--- config.mk ---
export PLATFORM = sky130hd
export DESIGN_NAME = control_fsm
export DESIGN_NICKNAME = d
export VERILOG_FILES = /design/src/rtl/ctrl_pkg.sv /design/src/rtl/ctrl_decode.sv /design/src/rtl/control_fsm.sv
export SDC_FILE = /design/constraint.sdc
export NUM_CORES = 1
export LEC_CHECK = 0
export ABC_AREA = 0
export CORE_MARGIN = 2
export CORE_UTILIZATION = 40
export CTS_BUF_LIST = sky130_fd_sc_hd__clkbuf_8
export DETAILED_ROUTE_END_ITERATION = 6
export PLACE_DENSITY = 0.88
export REMOVE_ABC_BUFFERS = 1
export SETUP_SLACK_MARGIN = 0.4
export SLEW_MARGIN = 20
export SYNTH_ARGS = -nofsm -noshare
export SYNTH_HDL_FRONTEND = slang
export SYNTH_SLANG_ARGS = --single-unit
--- constraint.sdc ---
create_clock -name clk -period 3.35 [get_ports clk]
set_input_delay 0.335 -clock clk [delete_from_list [all_inputs] [get_ports clk]]
set_output_delay 0.335 -clock clk [all_outputs]
set_load 0.05 [all_outputs]
--- src/rtl/ctrl_pkg.sv ---
// Shared definitions for the multicycle control FSM: state encodings, opcodes,
// ALU operation codes, datapath mux-select codes and the control output bundle.
package ctrl_pkg;

  // State encodings (also driven on state_dbg).
  localparam logic [3:0] S_FETCH    = 4'd0;
  localparam logic [3:0] S_DECODE   = 4'd1;
  localparam logic [3:0] S_EXEC_R   = 4'd2;
  localparam logic [3:0] S_EXEC_I   = 4'd3;
  localparam logic [3:0] S_WB_ALU   = 4'd4;
  localparam logic [3:0] S_MEM_ADDR = 4'd5;
  localparam logic [3:0] S_MEM_RD   = 4'd6;
  localparam logic [3:0] S_WB_MEM   = 4'd7;
  localparam logic [3:0] S_MEM_WR   = 4'd8;
  localparam logic [3:0] S_BRANCH   = 4'd9;
  localparam logic [3:0] S_JAL      = 4'd10;
  localparam logic [3:0] S_LHI      = 4'd11;
  localparam logic [3:0] S_MULTI    = 4'd12;
  localparam logic [3:0] S_HALT     = 4'd13;

  // Opcodes, instr[15:12].
  localparam logic [3:0] OP_ADD  = 4'b0000;
  localparam logic [3:0] OP_ADI  = 4'b0001;
  localparam logic [3:0] OP_NDU  = 4'b0010;
  localparam logic [3:0] OP_LHI  = 4'b0011;
  localparam logic [3:0] OP_LW   = 4'b0100;
  localparam logic [3:0] OP_SW   = 4'b0101;
  localparam logic [3:0] OP_LM   = 4'b0110;
  localparam logic [3:0] OP_SM   = 4'b0111;
  localparam logic [3:0] OP_JAL  = 4'b1000;
  localparam logic [3:0] OP_BEQ  = 4'b1100;
  localparam logic [3:0] OP_HALT = 4'b1111;

  localparam logic [1:0] ALU_ADD  = 2'b00;
  localparam logic [1:0] ALU_NAND = 2'b01;
  localparam logic [1:0] ALU_SUB  = 2'b10;

  // Memory address source.
  localparam logic [1:0] IORD_PC  = 2'd0;
  localparam logic [1:0] IORD_ALU = 2'd1;
  // PC (R7) load source: hold, R7-1+sext6, R7-1+sext9, ALU result.
  localparam logic [1:0] RPC_HOLD = 2'd0;
  localparam logic [1:0] RPC_BR   = 2'd1;
  localparam logic [1:0] RPC_JAL  = 2'd2;
  localparam logic [1:0] RPC_ALU  = 2'd3;
  // Register-file write address.
  localparam logic [1:0] RD_B     = 2'd0;
  localparam logic [1:0] RD_C     = 2'd1;
  localparam logic [1:0] RD_R7    = 2'd2;
  localparam logic [1:0] RD_ENC   = 2'd3;
  // Field override: BC_A redirects an RD_B write to rA, BC_LHI does the same
  // and substitutes imm9<<7 as write data, BC_MULTI routes C_add to the ports.
  localparam logic [1:0] BC_NONE  = 2'd0;
  localparam logic [1:0] BC_A     = 2'd1;
  localparam logic [1:0] BC_MULTI = 2'd2;
  localparam logic [1:0] BC_LHI   = 2'd3;
  // Register-file write data.
  localparam logic [1:0] M2R_MEM    = 2'd0;
  localparam logic [1:0] M2R_ALUREG = 2'd1;
  localparam logic [1:0] M2R_ALU    = 2'd2;
  localparam logic [1:0] M2R_PC     = 2'd3;
  // ALU operand B.
  localparam logic [1:0] SRCB_REGB  = 2'd0;
  localparam logic [1:0] SRCB_SEXT6 = 2'd1;
  localparam logic [1:0] SRCB_CNT   = 2'd2;
  localparam logic [1:0] SRCB_ONE   = 2'd3;
  // ALU operand A.
  localparam logic SRCA_REGA = 1'b0;
  localparam logic SRCA_PC   = 1'b1;

  typedef struct packed {
    logic [1:0] iord;
    logic [1:0] pc_sel;
    logic [1:0] reg_dst;
    logic [1:0] b_c;
    logic [1:0] mem_to_reg;
    logic [1:0] alu_srcb;
    logic [1:0] alu_op;
    logic       alu_srca;
    logic       reg_write;
    logic       ir_write;
    logic       rega_in;
    logic       ccr_update;
    logic       enbl;
    logic       mem_write;
    logic       mem_read;
  } ctrl_out_t;

  // Conditional R-type: cond 10 needs carry set, cond 01 needs zero set.
  function automatic logic cond_skip(input logic [1:0] cond, input logic [1:0] flags);
    return ((cond == 2'b10) && !flags[1]) || ((cond == 2'b01) && !flags[0]);
  endfunction

endpackage

--- src/rtl/ctrl_decode.sv ---
// Combinational output decode: maps the current state and instruction fields
// to the datapath control bundle. MULTI outputs exist only with CTRL_LMSM_EN.
module ctrl_decode
  import ctrl_pkg::*;
(
  input  logic [3:0] i_state,
  input  logic [3:0] i_opcode,
  input  logic [1:0] i_cond,
  input  logic [1:0] i_flagreg,
  input  logic       i_zero,
  input  logic       i_out_en,
  input  logic       i_wait_done,
  output ctrl_out_t  o_ctrl
);

  logic w_skip;
  assign w_skip = cond_skip(i_cond, i_flagreg);

`ifndef CTRL_LMSM_EN
  logic w_unused;
  assign w_unused = i_out_en;
`endif

  // Per-state strobe and select decode; anything not listed stays low.
  always_comb begin
    o_ctrl = '0;
    case (i_state)
      S_FETCH: begin
        o_ctrl.mem_read   = 1'b1;
        o_ctrl.iord       = IORD_PC;
        o_ctrl.alu_srca   = SRCA_PC;
        o_ctrl.alu_srcb   = SRCB_ONE;
        o_ctrl.alu_op     = ALU_ADD;
        o_ctrl.reg_dst    = RD_R7;
        o_ctrl.mem_to_reg = M2R_ALU;
        // Capture IR and bump R7 only once, on the last read-wait cycle.
        if (i_wait_done) begin
          o_ctrl.ir_write  = 1'b1;
          o_ctrl.reg_write = 1'b1;
          o_ctrl.pc_sel    = RPC_ALU;
        end
      end
      S_EXEC_R: begin
        o_ctrl.alu_op     = (i_opcode == OP_NDU) ? ALU_NAND : ALU_ADD;
        o_ctrl.ccr_update = !w_skip;
      end
      S_EXEC_I: begin
        o_ctrl.alu_srcb   = SRCB_SEXT6;
        o_ctrl.alu_op     = ALU_ADD;
        o_ctrl.ccr_update = 1'b1;
      end
      S_WB_ALU: begin
        o_ctrl.reg_write  = 1'b1;
        o_ctrl.mem_to_reg = M2R_ALUREG;
        o_ctrl.reg_dst    = (i_opcode == OP_ADI) ? RD_B : RD_C;
      end
      S_MEM_ADDR: begin
        o_ctrl.rega_in  = 1'b1;
        o_ctrl.alu_srcb = SRCB_SEXT6;
        o_ctrl.alu_op   = ALU_ADD;
      end
      S_MEM_RD: begin
        o_ctrl.mem_read = 1'b1;
        o_ctrl.iord     = IORD_ALU;
      end
      S_WB_MEM: begin
        o_ctrl.reg_write  = 1'b1;
        o_ctrl.mem_to_reg = M2R_MEM;
        o_ctrl.reg_dst    = RD_B;
        o_ctrl.b_c        = BC_A;
      end
      S_MEM_WR: begin
        o_ctrl.mem_write = 1'b1;
        o_ctrl.iord      = IORD_ALU;
      end
      S_BRANCH: begin
        o_ctrl.alu_op = ALU_SUB;
        if (i_zero) o_ctrl.pc_sel = RPC_BR;
      end
      S_JAL: begin
        o_ctrl.reg_write  = 1'b1;
        o_ctrl.reg_dst    = RD_B;
        o_ctrl.b_c        = BC_A;
        o_ctrl.mem_to_reg = M2R_PC;
        o_ctrl.pc_sel     = RPC_JAL;
      end
      S_LHI: begin
        o_ctrl.reg_write = 1'b1;
        o_ctrl.reg_dst   = RD_B;
        o_ctrl.b_c       = BC_LHI;
      end
`ifdef CTRL_LMSM_EN
      S_MULTI: begin
        o_ctrl.enbl    = 1'b1;
        o_ctrl.b_c     = BC_MULTI;
        o_ctrl.reg_dst = RD_ENC;
        if (i_out_en) begin
          o_ctrl.iord     = IORD_ALU;
          o_ctrl.alu_srcb = SRCB_CNT;
          o_ctrl.alu_op   = ALU_ADD;
          if (i_opcode == OP_LM) begin
            o_ctrl.mem_read   = 1'b1;
            o_ctrl.reg_write  = 1'b1;
            o_ctrl.mem_to_reg = M2R_MEM;
          end else begin
            o_ctrl.mem_write = 1'b1;
          end
        end
      end
`endif
      default: ;
    endcase
  end

endmodule

--- src/rtl/control_fsm.sv ---
// Multicycle processor control FSM. FETCH and MEM_RD are held for MEM_RD_LAT
// cycles by a down-counter. LM/SM support (MULTI state) is built only when
// CTRL_LMSM_EN is defined; otherwise those opcodes decode as NOP.
//
// state    | meaning
// FETCH    | read IR at PC, R7 <= R7+1 on last wait cycle
// DECODE   | dispatch on opcode
// EXEC_R   | R-type ALU op (skips to FETCH on failed condition)
// EXEC_I   | ADI ALU op
// WB_ALU   | write ALU register to rC / rB
// MEM_ADDR | rB + sext6 address
// MEM_RD   | load read, MEM_RD_LAT cycles
// WB_MEM   | write load data to rA
// MEM_WR   | store write strobe
// BRANCH   | BEQ compare, R7 <= R7-1+sext6 when equal
// JAL      | rA <= R7, R7 <= R7-1+sext9
// LHI      | rA <= imm9 << 7
// MULTI    | LM/SM register stream while out_en
// HALT     | absorbing, left only by reset
module control_fsm
  import ctrl_pkg::*;
#(
  parameter int MEM_RD_LAT = 1
) (
  input  logic        clk,
  input  logic        reset,
  input  logic [15:0] instr,
  input  logic        zero,
  input  logic        overflow,
  input  logic [1:0]  flagreg,
  input  logic        out_en,
  output logic [1:0]  IorD,
  output logic [1:0]  R_pc,
  output logic [1:0]  RegDst,
  output logic [1:0]  B_C,
  output logic [1:0]  MemtoReg,
  output logic [1:0]  aluScrb,
  output logic [1:0]  Aluop,
  output logic        aluSrca,
  output logic        RegWrite,
  output logic        IrWrite,
  output logic        regA_in,
  output logic        ccr_update,
  output logic        enbl,
  output logic        memWrite,
  output logic        memRead,
  output logic [3:0]  state_dbg
);

  localparam int WAIT_W = (MEM_RD_LAT > 1) ? $clog2(MEM_RD_LAT) : 1;
  localparam logic [WAIT_W-1:0] WAIT_LOAD = WAIT_W'(MEM_RD_LAT - 1);

  logic [3:0]        r_state;
  logic [3:0]        w_next;
  logic [WAIT_W-1:0] r_wait;
  logic              w_wait_done;
  logic [3:0]        w_opcode;
  ctrl_out_t         w_ctrl;
  ctrl_out_t         w_out;

  assign w_opcode    = instr[15:12];
  assign w_wait_done = (r_wait == '0);

  // Flags and immediates are consumed by the datapath, not by the controller.
  logic w_unused;
`ifdef CTRL_LMSM_EN
  assign w_unused = ^{instr[11:2], overflow};
`else
  assign w_unused = ^{instr[11:2], overflow, out_en};
`endif

  // Next-state logic.
  always_comb begin
    w_next = r_state;
    case (r_state)
      S_FETCH:  if (w_wait_done) w_next = S_DECODE;
      S_DECODE: begin
        case (w_opcode)
          OP_ADD, OP_NDU: w_next = S_EXEC_R;
          OP_ADI:         w_next = S_EXEC_I;
          OP_LHI:         w_next = S_LHI;
          OP_LW, OP_SW:   w_next = S_MEM_ADDR;
          OP_BEQ:         w_next = S_BRANCH;
          OP_JAL:         w_next = S_JAL;
`ifdef CTRL_LMSM_EN
          OP_LM, OP_SM:   w_next = S_MULTI;
`endif
          OP_HALT:        w_next = S_HALT;
          default:        w_next = S_FETCH;
        endcase
      end
      S_EXEC_R:   w_next = cond_skip(instr[1:0], flagreg) ? S_FETCH : S_WB_ALU;
      S_EXEC_I:   w_next = S_WB_ALU;
      S_WB_ALU:   w_next = S_FETCH;
      S_MEM_ADDR: w_next = (w_opcode == OP_SW) ? S_MEM_WR : S_MEM_RD;
      S_MEM_RD:   if (w_wait_done) w_next = S_WB_MEM;
      S_WB_MEM, S_MEM_WR, S_BRANCH, S_JAL, S_LHI: w_next = S_FETCH;
`ifdef CTRL_LMSM_EN
      S_MULTI:    w_next = out_en ? S_MULTI : S_FETCH;
`endif
      S_HALT:     w_next = S_HALT;
      default:    w_next = S_FETCH;
    endcase
  end

  // State register and read-latency down-counter, reloaded on every state change.
  always_ff @(posedge clk) begin
    if (reset) begin
      r_state <= S_FETCH;
      r_wait  <= WAIT_LOAD;
    end else begin
      r_state <= w_next;
      if (w_next != r_state) r_wait <= WAIT_LOAD;
      else if (r_wait != '0) r_wait <= r_wait - 1'b1;
    end
  end

  ctrl_decode u_decode (
    .i_state     (r_state),
    .i_opcode    (w_opcode),
    .i_cond      (instr[1:0]),
    .i_flagreg   (flagreg),
    .i_zero      (zero),
    .i_out_en    (out_en),
    .i_wait_done (w_wait_done),
    .o_ctrl      (w_ctrl)
  );

  // Outputs are forced low while reset is held so FETCH strobes start only
  // in the first cycle after release.
  assign w_out      = reset ? '0 : w_ctrl;
  assign state_dbg  = reset ? 4'd0 : r_state;
  assign IorD       = w_out.iord;
  assign R_pc       = w_out.pc_sel;
  assign RegDst     = w_out.reg_dst;
  assign B_C        = w_out.b_c;
  assign MemtoReg   = w_out.mem_to_reg;
  assign aluScrb    = w_out.alu_srcb;
  assign Aluop      = w_out.alu_op;
  assign aluSrca    = w_out.alu_srca;
  assign RegWrite   = w_out.reg_write;
  assign IrWrite    = w_out.ir_write;
  assign regA_in    = w_out.rega_in;
  assign ccr_update = w_out.ccr_update;
  assign enbl       = w_out.enbl;
  assign memWrite   = w_out.mem_write;
  assign memRead    = w_out.mem_read;

endmodule
==> summary.txt, run 1 <==
Global route
  • Initial antenna violation count: 0
  • Largest net degree at the start of global routing: 25
  • GRT Util Overall: 0.195
  • First-pass GRT wire length: 3670 µm
  • Vias in the first global route: 843
  • Congestion Overflow GR: 0

Critical path
  • CP endpoint kind: output port
  • Startpoint types: flip-flop
  • RR Startpoint: r_state[1]
  • CP arrival: 2.43 ns
  • CP max FO: 22
  • Critical R2R Capture: r_state[0]
  • Critical path required time: approximately 3 ns
  • Setup CP Type: reg2out
  • Critical path origin: r_state[1]
  • R2R Setup Slk: 1.65 ns
  • Worst r2r path cells: 4

Detailed routing
  • DR iter-0 viols: 11
  • Pre-Repair DR Iteration Count: 4
  • Vias after detailed routing: 916
  • Wirelength per Cell: 13.1 µm
  • Routed WL: 2200 µm
  • Vias per std cell: 5.45
  • Routed Antenna Nets: 0
  • DR DRC count: 0

STA
  • Fin. Hold Viols: 0
  • Slew Limit Fails: 0
  • Final min period: between 2 and 3 ns
  • Final Setup Violations: 0
  • Pin slew with the least headroom to its limit: 0.725 ns
  • Crit share post-route: 0.827
  • Worst Clk Skew: 0.00160 ns
  • Slew HR: 0.516
  • RSZ-0062 raised after global routing: false
  • Fin Setup TNS: 0 ns
  • Max Freq: 361 MHz

Placed design
  • Placed Area: about 0.0011 mm²
  • Placed Cells incl. Taps: between 150 and 200
  • I/O Buffers: 34
  • Placer Congestion: 0.899
  • DP Wirelength: 1620 µm

Clock tree
  • Reg clk slew, reported paths: 0.04 ns
  • CTS Buf Count: 3
  • CTS tree: built
  • Hold-fix buffers at CTS: 0
  • Clock Sinks: 5
  • Root Buffer: clkbuf_8
  • Clock H-tree levels: 1
  • Max Root-Sink Buffers: 2
  • Clk_lat worst skew: between 0.2 and 0.25 ns

Power and ir drop
  • Comb pwr share: 0.470
  • Clock power frac: 0.306
  • Sw frac: 0.421
  • Sequential share of power: 0.224
  • Max IR drop VDD: 0.192 mV
  • LEAKAGE: 0.441 nW
  • Pwr Density: 311 mW/mm²
  • Pint: 0.205 mW
  • Net Switching: 0.149 mW

Logic synthesis
  • Synthesized netlist cell count: 115
  • Post-synth EDFFs: 0
  • Netlist cell types: 40
  • Synth Area per Inst: between 6 and 7 µm²
  • Mapped Area: 791 µm²
  • Area leader, netlist: dfxtp_1
  • Top cells by area, synth: dfxtp_1 13%, nor2b_1 7.9%, ha_1 6.3%
  • Post-synth top cells: 10 x nor2_1, 10 x nor2b_1, 10 x nor3_1
  • Synth warn: 0
  • Share of the synthesized area in the top cell type: 0.127
  • Seq/Total Area, Yosys: 0.127
  • Main synth FF type: dfxtp_1
  • Register bit total from synthesis: 5
  • Ys async rst share: 0

Layout
  • Area growth from synthesis to layout: 43.7%
  • Proportion of layout cells with a drive suffix above 1: 0.0638
  • Fillers: 190
  • Final Instance Area: 0.00114 mm²
  • Antenna diodes: 0
  • Layout net count: 169
  • Post-Layout Cell Count: 168

Floorplan
  • Ports: 49
  • Die area: 0.00235 mm²
  • Chip width: 48.5 µm
  • Die Y: 48.5 µm
  • Row count: 16
  • Core Area: 0.00192 mm²
  • Initial Util: 0.411

Hold path
  • HP Class: reg2reg
  • Hold path startpoint: r_state[3]
  • Cells on Worst Hold Path: 1
  • Worst Hold End: r_state[1]

Run
  • MaxCap Viol Count: 0

Run status
  • Status: completed
## state kept, by name, indices dropped and copies added (netlist names)
register  flops
r_wait        1
r_state       4
## metrics by stage
stage / setup WS, ns / hold slack [ns] / util / power, mW
5_1_grt: 0.462 / 0.768 / 0.591 / 0.372
6_report: 0.580 / 0.720 / 0.591 / 0.354
3_3_place_gp: 0.566 / 0.705 / 0.566 / 0.242
2_1_floorplan: -0.923 / 0.411 / - / 0.184
3_5_place_dp: 0.550 / 0.714 / 0.566 / 0.245
4_1_cts: 0.483 / 0.723 / 0.590 / 0.356
## placed cells by master, fill, tap and decap left out, types with 2 or more instances in the layout
cell	netlist	final
nor3_1	10	10
a21oi_1	9	9
clkdlybuf4s50_1	0	34
nand2b_1	4	4
nor4_1	8	8
ha_1	4	4
conb_1	1	3
xor2_1	2	2
nor2b_1	10	10
dfxtp_2	0	2
o211a_1	2	2
a211oi_1	2	2
nand2_1	3	3
a31oi_1	3	3
clkbuf_8	0	3
nor2_1	10	10
dfxtp_1	5	3
inv_1	6	7
## cell families (layout without fill, tap and decap cells)
kind of cell    Yosys count  in the layout  synth area share
buf+inv                  21             45             0.144
compound gates           28             28             0.255
other cells               1              3           0.00474
fa+ha+maj                 4              4            0.0633
xor+xnor                  2              2            0.0222
mux                       2              2            0.0269
flops                     5              5             0.127
simple gates             52             52             0.358
## metal layers
| metal | vias to the layer above | share of wire | GRT usage |
|---|---|---|---|
| met2 | 34 | 0.51 | 0.340 |
| met3 | 2 | 0.048 | 0.0432 |
| met1 | 420 | 0.44 | 0.239 |
| met4 | 0 | 0.0086 | 0.0571 |
| met5 | - | 0 | 0 |
| li1 | 460 | - | - |
## how the worst max path moves through the flow
stage / slack [ns] / end
final: 0.58 / RegDst[1]
after global routing: 0.46 / Aluop[0]
after floorplan: -0.92 / RegDst[1]
after CTS: 0.48 / RegWrite
after detailed placement: 0.55 / RegWrite
after global placement: 0.57 / RegWrite
## area by class of cell
cell class | instances | area (µm²) | share of cell area
Multi-Input combinational cell | 91 | 584 | 0.514
Clock buffer | 3 | 41.3 | 0.0363
Sequential cell | 5 | 103 | 0.0903
Timing Repair Buffer | 35 | 348 | 0.306
Tap cell | 27 | 33.8 | 0.0297
Inverter | 6 | 22.5 | 0.0198
Clock inverter | 1 | 3.75 | 0.00330
## power by group through the flow
| stage | sequential [mW] | clock, mW | combinational (mW) |
|---|---|---|---|
| 3_3_place_gp | 0.0793 | 0 | 0.163 |
| 4_1_cts | 0.0789 | 0.111 | 0.166 |
| 2_1_floorplan | 0.0752 | 0 | 0.108 |
| 6_report | 0.0793 | 0.108 | 0.166 |
| 5_1_grt | 0.0814 | 0.115 | 0.176 |
| 3_5_place_dp | 0.0797 | 0 | 0.165 |
## critical path, cell delays in order, from the launching register on
cell and delay, ns:
dfxtp_1 0.53, or3_1 0.52, nor3_1 0.27, clkdlybuf4s50_1 0.88
## repair_timing
action | CTS | global route
gates resized for setup | 1 | 1
setup buffers | 0 | 0
hold endpoints to repair | 0 | 0
pin swaps | 0 | 0
endpoints found under the setup margin | 1 | 2
(Power assumes the default switching activity.)
==> run 2: changes to the inputs <==
Settings changed: CORE_UTILIZATION 40 to 34, PLACE_DENSITY 0.88 to 0.8.
Clock period 3.35 ns to 2.33 ns, I/O delays scaled along.
==> run 2 against run 1 <==
  * Sequential share of layout area decreased by 1.8 points
  * Cell count rose by 4.8%
  * First-iteration DRC count is 110% higher
  * Critical path type is now in2out
  * Critical endpoint is now B_C[0]
==> summary.txt, run 2 (synthesis gave the netlist of run 1 again) <==
Global route
  • Met2 GRT Util: 0.363 (+0.0226)
  • Gr busiest metal: met2
  • Vias in the first global route: 914 (+8.4%)
  • Initial antenna violation count: 0 (unchanged)
  • First-pass GRT wire length: 4240 µm (+16%)
  • Largest net degree at the start of global routing: 20 (-20%)
  • GRT Util Overall: 0.207 (+0.0120)
  • Routing usage on met3: 0.0571 (+0.0139)
  • Routing usage on met1: 0.254 (+0.0149)
  • Congestion Overflow GR: 0 (unchanged)

Clock tree
  • CTS Buf Count: 3 (unchanged)
  • Clock Sinks: 5 (unchanged)
  • CTS tree: built
  • Root Buffer: clkbuf_8
  • Max Root-Sink Buffers: 2 (unchanged)
  • Reg clk slew, reported paths: 0.04 ns (about the same)
  • Clk_lat worst skew: 0.22 ns (about the same)
  • Clock H-tree levels: 1 (unchanged)

Power and ir drop
  • Pwr Density: 398 mW/mm² (+28%)
  • Total design power: 0.585 mW (+65%)
  • Max IR drop VDD: 0.506 mV (+160%)
  • LEAKAGE: 0.620 nW (+40%)

STA
  • Slew Limit Fails: 0 (unchanged)
  • Hold slack: 0.566 ns (-0.154 ns)
  • Pin slew with the least headroom to its limit: 0.523 ns (-0.203 ns)
  • Slew HR: 0.648 (+0.133)
  • Fin. Hold Viols: 0 (unchanged)
  • Final min period: around 1.9 ns
  • Fin Setup TNS: 0 ns (unchanged)
  • RSZ-0062 raised after global routing: true
  • Crit share post-route: 0.809
  • Final Setup Violations: 0 (unchanged)
  • Worst Clk Skew: 0.000822 ns (-0.000777 ns)
  • Max Freq: 530 MHz

Layout
  • Commonest non-fill, non-tap cells in the layout: 24 x buf_12, 10 x nor2_1, 9 x nor2b_1, 9 x nor3_1, 9 x a21oi_1
  • Area growth from synthesis to layout: 85.9%
  • Register area: 106 µm² (+3.7%)
  • Layout net count: 176 (+4.1%)
  • Top flop regs: r_state: 4 flops, r_wait: 1 flops
  • Max FFs per register: 4 (unchanged)
  • Antenna diodes: 0 (unchanged)
  • Commonest non-fill, non-tap cell in the layout: buf_12
  • Most flop-heavy register: r_state
  • Fillers: 184 (-3.2%)
  • Proportion of layout cells with a drive suffix above 1: 0.318 (+0.254)
  • Multi-input logic area: 616 µm² (+5.4%)

Critical path
  • CP max FO: 19 (-14%)
  • CP arrival: 1.65 ns (-0.78 ns)
  • Critical path origin: reset
  • Critical path required time: 2.10 ns (-0.91 ns)
  • Setup CP Type: in2out
  • RR Startpoint: r_state[3]
  • CP endpoint kind: output port
  • Startpoint types: input pin

Floorplan
  • Chip width: 52.2 µm (+7.8%)
  • Row count: 17 (+1)
  • Die Y: 52.2 µm (+7.8%)
  • Initial Util: 0.357 (-0.0540)
  • Die area: 0.00273 mm² (+16%)
  • Core Area: 0.00221 mm² (+15%)
  • Ports: 49 (unchanged)

Detailed routing
  • Routed WL: 2530 µm (+15%)
  • Pre-Repair DR Iteration Count: 4 (unchanged)
  • Vias per std cell: 5.50 (+0.87%)
  • Wirelength per Cell: 14.3 µm (+9.5%)
  • Routed Antenna Nets: 0 (unchanged)
  • DR DRC count: 0 (unchanged)
  • Vias after detailed routing: 968 (+5.7%)
  • DR iter-0 viols: 23 (+12)

Placed design
  • Placer Congestion: 0.834 (-7.2%)
  • DP Wirelength: 1940 µm (+20%)
  • I/O Buffers: 34 (unchanged)

Run status
  • Status: completed

Run
  • MaxCap Viol Count: 0 (unchanged)

Hold path
  • Hold path startpoint: instr[13]
  • HP Class: in2reg
-- run 2: cell count changes in the layout (fill, tap and decap cells not counted), moves of 2 or more --
cell / before / now
dlymetal6s2s_1: 0 / 2
clkdlybuf4s50_1: 34 / 8
buf_12: 0 / 24
nor4_1: 8 / 5
buf_4: 1 / 8
nor4_2: 0 / 3
-- run 2: path summary, 6_finish.rpt --
check,endpoint,cells past startpoint,slack [ns]
worst max-delay path,B_C[0],5,0.44
worst min-delay path,r_state[2],4,0.57
worst max register to register,r_state[2],5,1.01
worst min register to register,r_state[3],2,0.70
-- run 2: repair_timing --
item | in CTS | in global routing
hold buffers | 0 | 0
endpoints found under the hold margin | 0 | 0
pin swaps | 0 | 0
buffers inserted | 0 | 0
endpoints found under the setup margin | 9 | 11
gates resized for setup | 5 | 7
-- run 2: final cells by class --
class / count / area share
repair buffers: 42 / 0.439
multi-input cells: 91 / 0.419
flip-flops and latches: 5 / 0.0723
clock buffers: 3 / 0.0281
well taps: 28 / 0.0238
inverters: 6 / 0.0153
clock inverters: 1 / 0.00255
-- run 2: metrics by stage --
step | instances | instance area [µm²] | utilization | setup slack, ns
after floorplan | 102 | 707 | - | -1.84
after global placement | 172 | 1380 | 0.625 | 0.283
after detailed placement | 172 | 1380 | 0.625 | 0.277
after CTS | 176 | 1440 | 0.653 | 0.367
after global routing | 176 | 1470 | 0.665 | 0.371
final | 176 | 1470 | 0.665 | 0.445
-- run 2: report_power, final --
part | switching, mW | total (mW) | internal, mW | leakage, nW
Combinational | 0.177 | 0.325 | 0.148 | 0.550
Sequential | 0.0143 | 0.105 | 0.0908 | 0.0426
Clock | 0.0424 | 0.155 | 0.113 | 0.0269
-- run 2: metal layers --
layer | up-vias | routed length [µm]
met4 | 0 | 23
li1 | 476 | -
met3 | 3 | 140
met2 | 27 | 1320
met1 | 462 | 1040
met5 | - | 0
-- run 2: worst max-delay path: stages --
cell and delay [ns]:
clkdlybuf4s50_1 0.42, buf_4 0.22, nor2b_1 0.31, nor2b_1 0.29, buf_12 0.17
==> run 3: changes to the inputs <==
Settings changed: CORE_UTILIZATION 34 to 38, PLACE_DENSITY 0.8 to 0.84.
Clock period 2.33 ns to 1.77 ns, I/O delays scaled along.
==> run 3 against run 2 <==
  * The run now fails in 4_1_cts
  * Area after synthesis did not move
  * Synthesized cell count unchanged
==> summary.txt, run 3 <==
Placed design
  • Placed Cells incl. Taps: 186 (+8.1%)
  • I/O Buffers: 34 (unchanged)
  • Placer Congestion: 0.989 (+19%)
  • DP Wirelength: 2450 µm (+26%)

Logic synthesis
  • Synth Area per Inst: 6.88 µm² (unchanged)
  • Post-synth top cells: 10 x nor2_1, 10 x nor2b_1, 10 x nor3_1
  • Top cells by area, synth: dfxtp_1 13%, nor2b_1 7.9%, ha_1 6.3%
  • Share of the synthesized area in the top cell type: 0.127 (unchanged)
  • Post-synth EDFFs: 0 (unchanged)
  • Netlist cell types: 40 (unchanged)
  • Register bit total from synthesis: 5 (unchanged)
  • Ys async rst share: 0 (unchanged)
  • Area leader, netlist: dfxtp_1
  • Main synth FF type: dfxtp_1
  • Synthesized netlist cell count: 115 (unchanged)
  • Synth warn: 0 (unchanged)
  • Mapped Area: 791 µm² (unchanged)
  • Seq/Total Area, Yosys: 0.127 (unchanged)

Floorplan
  • Ports: 49 (unchanged)
  • Row count: 16 (-1)
  • Initial Util: 0.403 (+0.0456)
  • Die Y: 49.6 µm (-5.0%)
  • Chip width: 49.6 µm (-5.0%)

Run status
  • Err: [ERROR DPL-0038] Utilization greater than 100%, impossible to legalize
  • Status: did not finish
  • Stage reached: 4_1_cts

Clock tree
  • Post-cts sizing count: 79 (+74)
  • Clock H-tree levels: 1 (unchanged)
  • Hold-fix buffers at CTS: 0 (unchanged)
  • Post-CTS Setup Repair Bufs: 26 (+26)
  • Root Buffer: clkbuf_8
  • Max Root-Sink Buffers: 2 (unchanged)
  • CTS Buf Count: 3 (unchanged)
  • Clock Sinks: 5 (unchanged)
run 3: through the flow:
stage,hold WS [ns],area [µm²],setup slack [ns],setup TNS [ns],utilization
floorplan,0.253,707,-2.35,-16.52,-
detailed placement,0.707,1490,-0.149,-0.149,0.761
global placement,0.664,1490,-0.0985,-0.0985,0.761
run 3: cell families after synthesis:
logic type                 after synthesis  share of synthesized area
and+or+nand+nor                         52                      0.358
AOI/OAI and AO/OA                       28                      0.255
buffers and inverters                   21                      0.144
DFF                                      5                      0.127
adders and majority gates                4                     0.0633
xor gates and xnor gates                 2                     0.0222
muxes                                    2                     0.0269
other                                    1                    0.00474
==> run 4: changes to the inputs <==
Settings changed: CORE_AREA from default to 2 2 63 65, CORE_MARGIN 2 to default, CORE_UTILIZATION 38 to default, CTS_BUF_LIST sky130_fd_sc_hd__clkbuf_8 to default, DIE_AREA from default to 0 0 65 67, PLACE_DENSITY 0.84 to default, PLACE_DENSITY_LB_ADDON from default to 0.15, SETUP_SLACK_MARGIN 0.4 to default.
==> run 4 against run 3 <==
  * The run now ends clean
==> summary.txt, run 4 (synthesis gave the netlist of run 1 again) <==
Layout
  • Top flop regs: r_state: 4 flops, r_wait: 1 flops
  • Max FFs per register: 4
  • Most flop-heavy register: r_state
  • Proportion of layout cells with a drive suffix above 1: 0.438
  • Commonest non-fill, non-tap cells in the layout: 25 x buf_4, 25 x buf_12, 10 x nor2b_1, 9 x a21oi_1, 9 x clkdlybuf4s50_1
  • Layout net count: 197
  • Fillers: 344
  • Antenna diodes: 0
  • Final Instance Area: around 0.0017 mm²
  • Area growth from synthesis to layout: 114%
  • Final Core Density: 0.469

STA
  • Fin. Hold Viols: 0
  • Crit share post-route: 0.950
  • Final min period: 1.68 ns
  • Final Setup Violations: 0
  • Slew Limit Fails: 0
  • Max Freq: ~600 MHz
  • Worst Clk Skew: 0.00348 ns
  • Hold slack: 0.528 ns
  • Fin Setup TNS: 0 ns
  • RSZ-0062 raised after global routing: true

Critical path
  • Critical path required time: 1.59 ns
  • CP max FO: 17
  • CP endpoint kind: output port
  • Crit path cell chain: buf_12 > nor3_2 > a31oi_1 > nor4_1 > buf_4 > buf_12
  • Worst path bufs/invs: 3
  • Setup CP Type: reg2out
  • R2R Setup Slk: 0.27 ns
  • CP max stage delay: 0.35 ns
  • Worst r2r path cells: 6
  • Critical path origin: r_state[3]
  • RR Startpoint: r_state[0]
  • Critical R2R Capture: r_state[0]
  • CP Depth: 6
  • CP arrival: ~1.5 ns
  • Slowest-stage cell, CP: dfxtp_2
  • Crit path max-delay family: buffers and inverters
  • Most used cell, CP: buf_12
  • Startpoint types: flip-flop

Power and ir drop
  • LEAKAGE: 0.722 nW
  • Pwr Density: 494 mW/mm²
  • Max IR drop VDD: 0.190 mV
  • Total design power: 0.836 mW

Detailed routing
  • Vias per std cell: 4.59
  • Routed Antenna Nets: 0
  • DR iter-0 viols: 39
  • DR DRC count: 0
  • Vias after detailed routing: 995
  • Wirelength per Cell: 12.5 µm
  • Routed WL: 2720 µm
  • Pre-Repair DR Iteration Count: 4

Global route
  • Congestion Overflow GR: 0
  • Vias in the first global route: roughly 950
  • First-pass GRT wire length: 4350 µm
  • GRT Util Overall: 0.130
  • Largest net degree at the start of global routing: 20
  • Initial antenna violation count: 0

Floorplan
  • Row count: 22 (+6)
  • Core Area: 0.00361 mm²
  • Die Y: 67 µm (+35%)
  • Die area: 0.00436 mm²
  • Ports: 49 (unchanged)
  • Initial Util: 0.219 (-0.184)
  • Chip width: 65 µm (+31%)

Run status
  • Status: completed

Clock tree
  • Max Root-Sink Buffers: 2 (unchanged)
  • CTS tree: built
  • Reg clk slew, reported paths: 0.04 ns
  • Clk_lat worst skew: 0.22 ns
  • CTS Buf Count: 3 (unchanged)
  • Clock H-tree levels: 1 (unchanged)
  • Clock Sinks: 5 (unchanged)
  • Root Buffer: clkbuf_8
  • Hold-fix buffers at CTS: 0 (unchanged)

Placed design
  • DP Wirelength: 2110 µm (-14%)
  • I/O Buffers: 34 (unchanged)
  • Placed Area: 0.00156 mm² (+4.1%)
  • Placer Congestion: 0.922 (-6.8%)

Hold path
  • Worst Hold End: r_state[2]
  • Hold path startpoint: instr[13]
  • Cells on Worst Hold Path: 5
  • HP Class: in2reg

Run
  • MaxCap Viol Count: 0
==> run 4: worst max path at each step <==
stage                       to  slack, ns
CTS                  RegDst[1]     0.0008
floorplan            RegDst[1]      -2.35
global placement    r_state[3]      -0.14
detailed placement  r_state[3]      -0.15
finish                 R_pc[0]       0.09
global route           R_pc[0]      -0.02
==> run 4: what timing repair did <==
action                                  CTS  global route
resized for setup                         7            13
pin swaps                                 0             4
endpoints found under the setup margin    9            12
buffers inserted                          0             3
==> run 4: layer usage <==
metal / vias up / track usage / wire (µm)
met3: 4 / 0.0186 / 115
met1: 439 / 0.149 / 1180
met2: 34 / 0.236 / 1380
met5: - / 0 / 0
met4: 0 / 0.0638 / 40
li1: 518 / - / -
==> run 4: area by class of cell <==
cell class | instances | area, µm² | share of cell area
flip-flops and latches | 5 | 108 | 0.0636
multi-input cells | 91 | 639 | 0.378
clock buffers | 4 | 45.0 | 0.0266
repair buffers | 63 | 818 | 0.483
inverters | 6 | 22.5 | 0.0133
well taps | 48 | 60.1 | 0.0355
==> run 4: per-stage QoR <==
stage | worst slack [ns] | cells
3_3_place_gp | -0.138 | 210
5_1_grt | -0.0170 | 217
2_1_floorplan | -2.35 | 102
6_report | 0.0880 | 217
3_5_place_dp | -0.146 | 210
4_1_cts | 0.000784 | 214
==> run 4: power by group <==
| part | switching (mW) | internal (mW) | total (mW) |
|---|---|---|---|
| sequential | 0.0105 | 0.121 | 0.131 |
| clock | 0.0584 | 0.155 | 0.213 |
| combinational | 0.252 | 0.239 | 0.491 |
| total | 0.321 | 0.514 | 0.836 |
==> run 4: worst min-delay path, stage by stage <==
cell            delay, ns
dlymetal6s2s_1       0.11
buf_4                0.14
a32oi_1              0.05
o221ai_1             0.16
a21oi_1              0.06
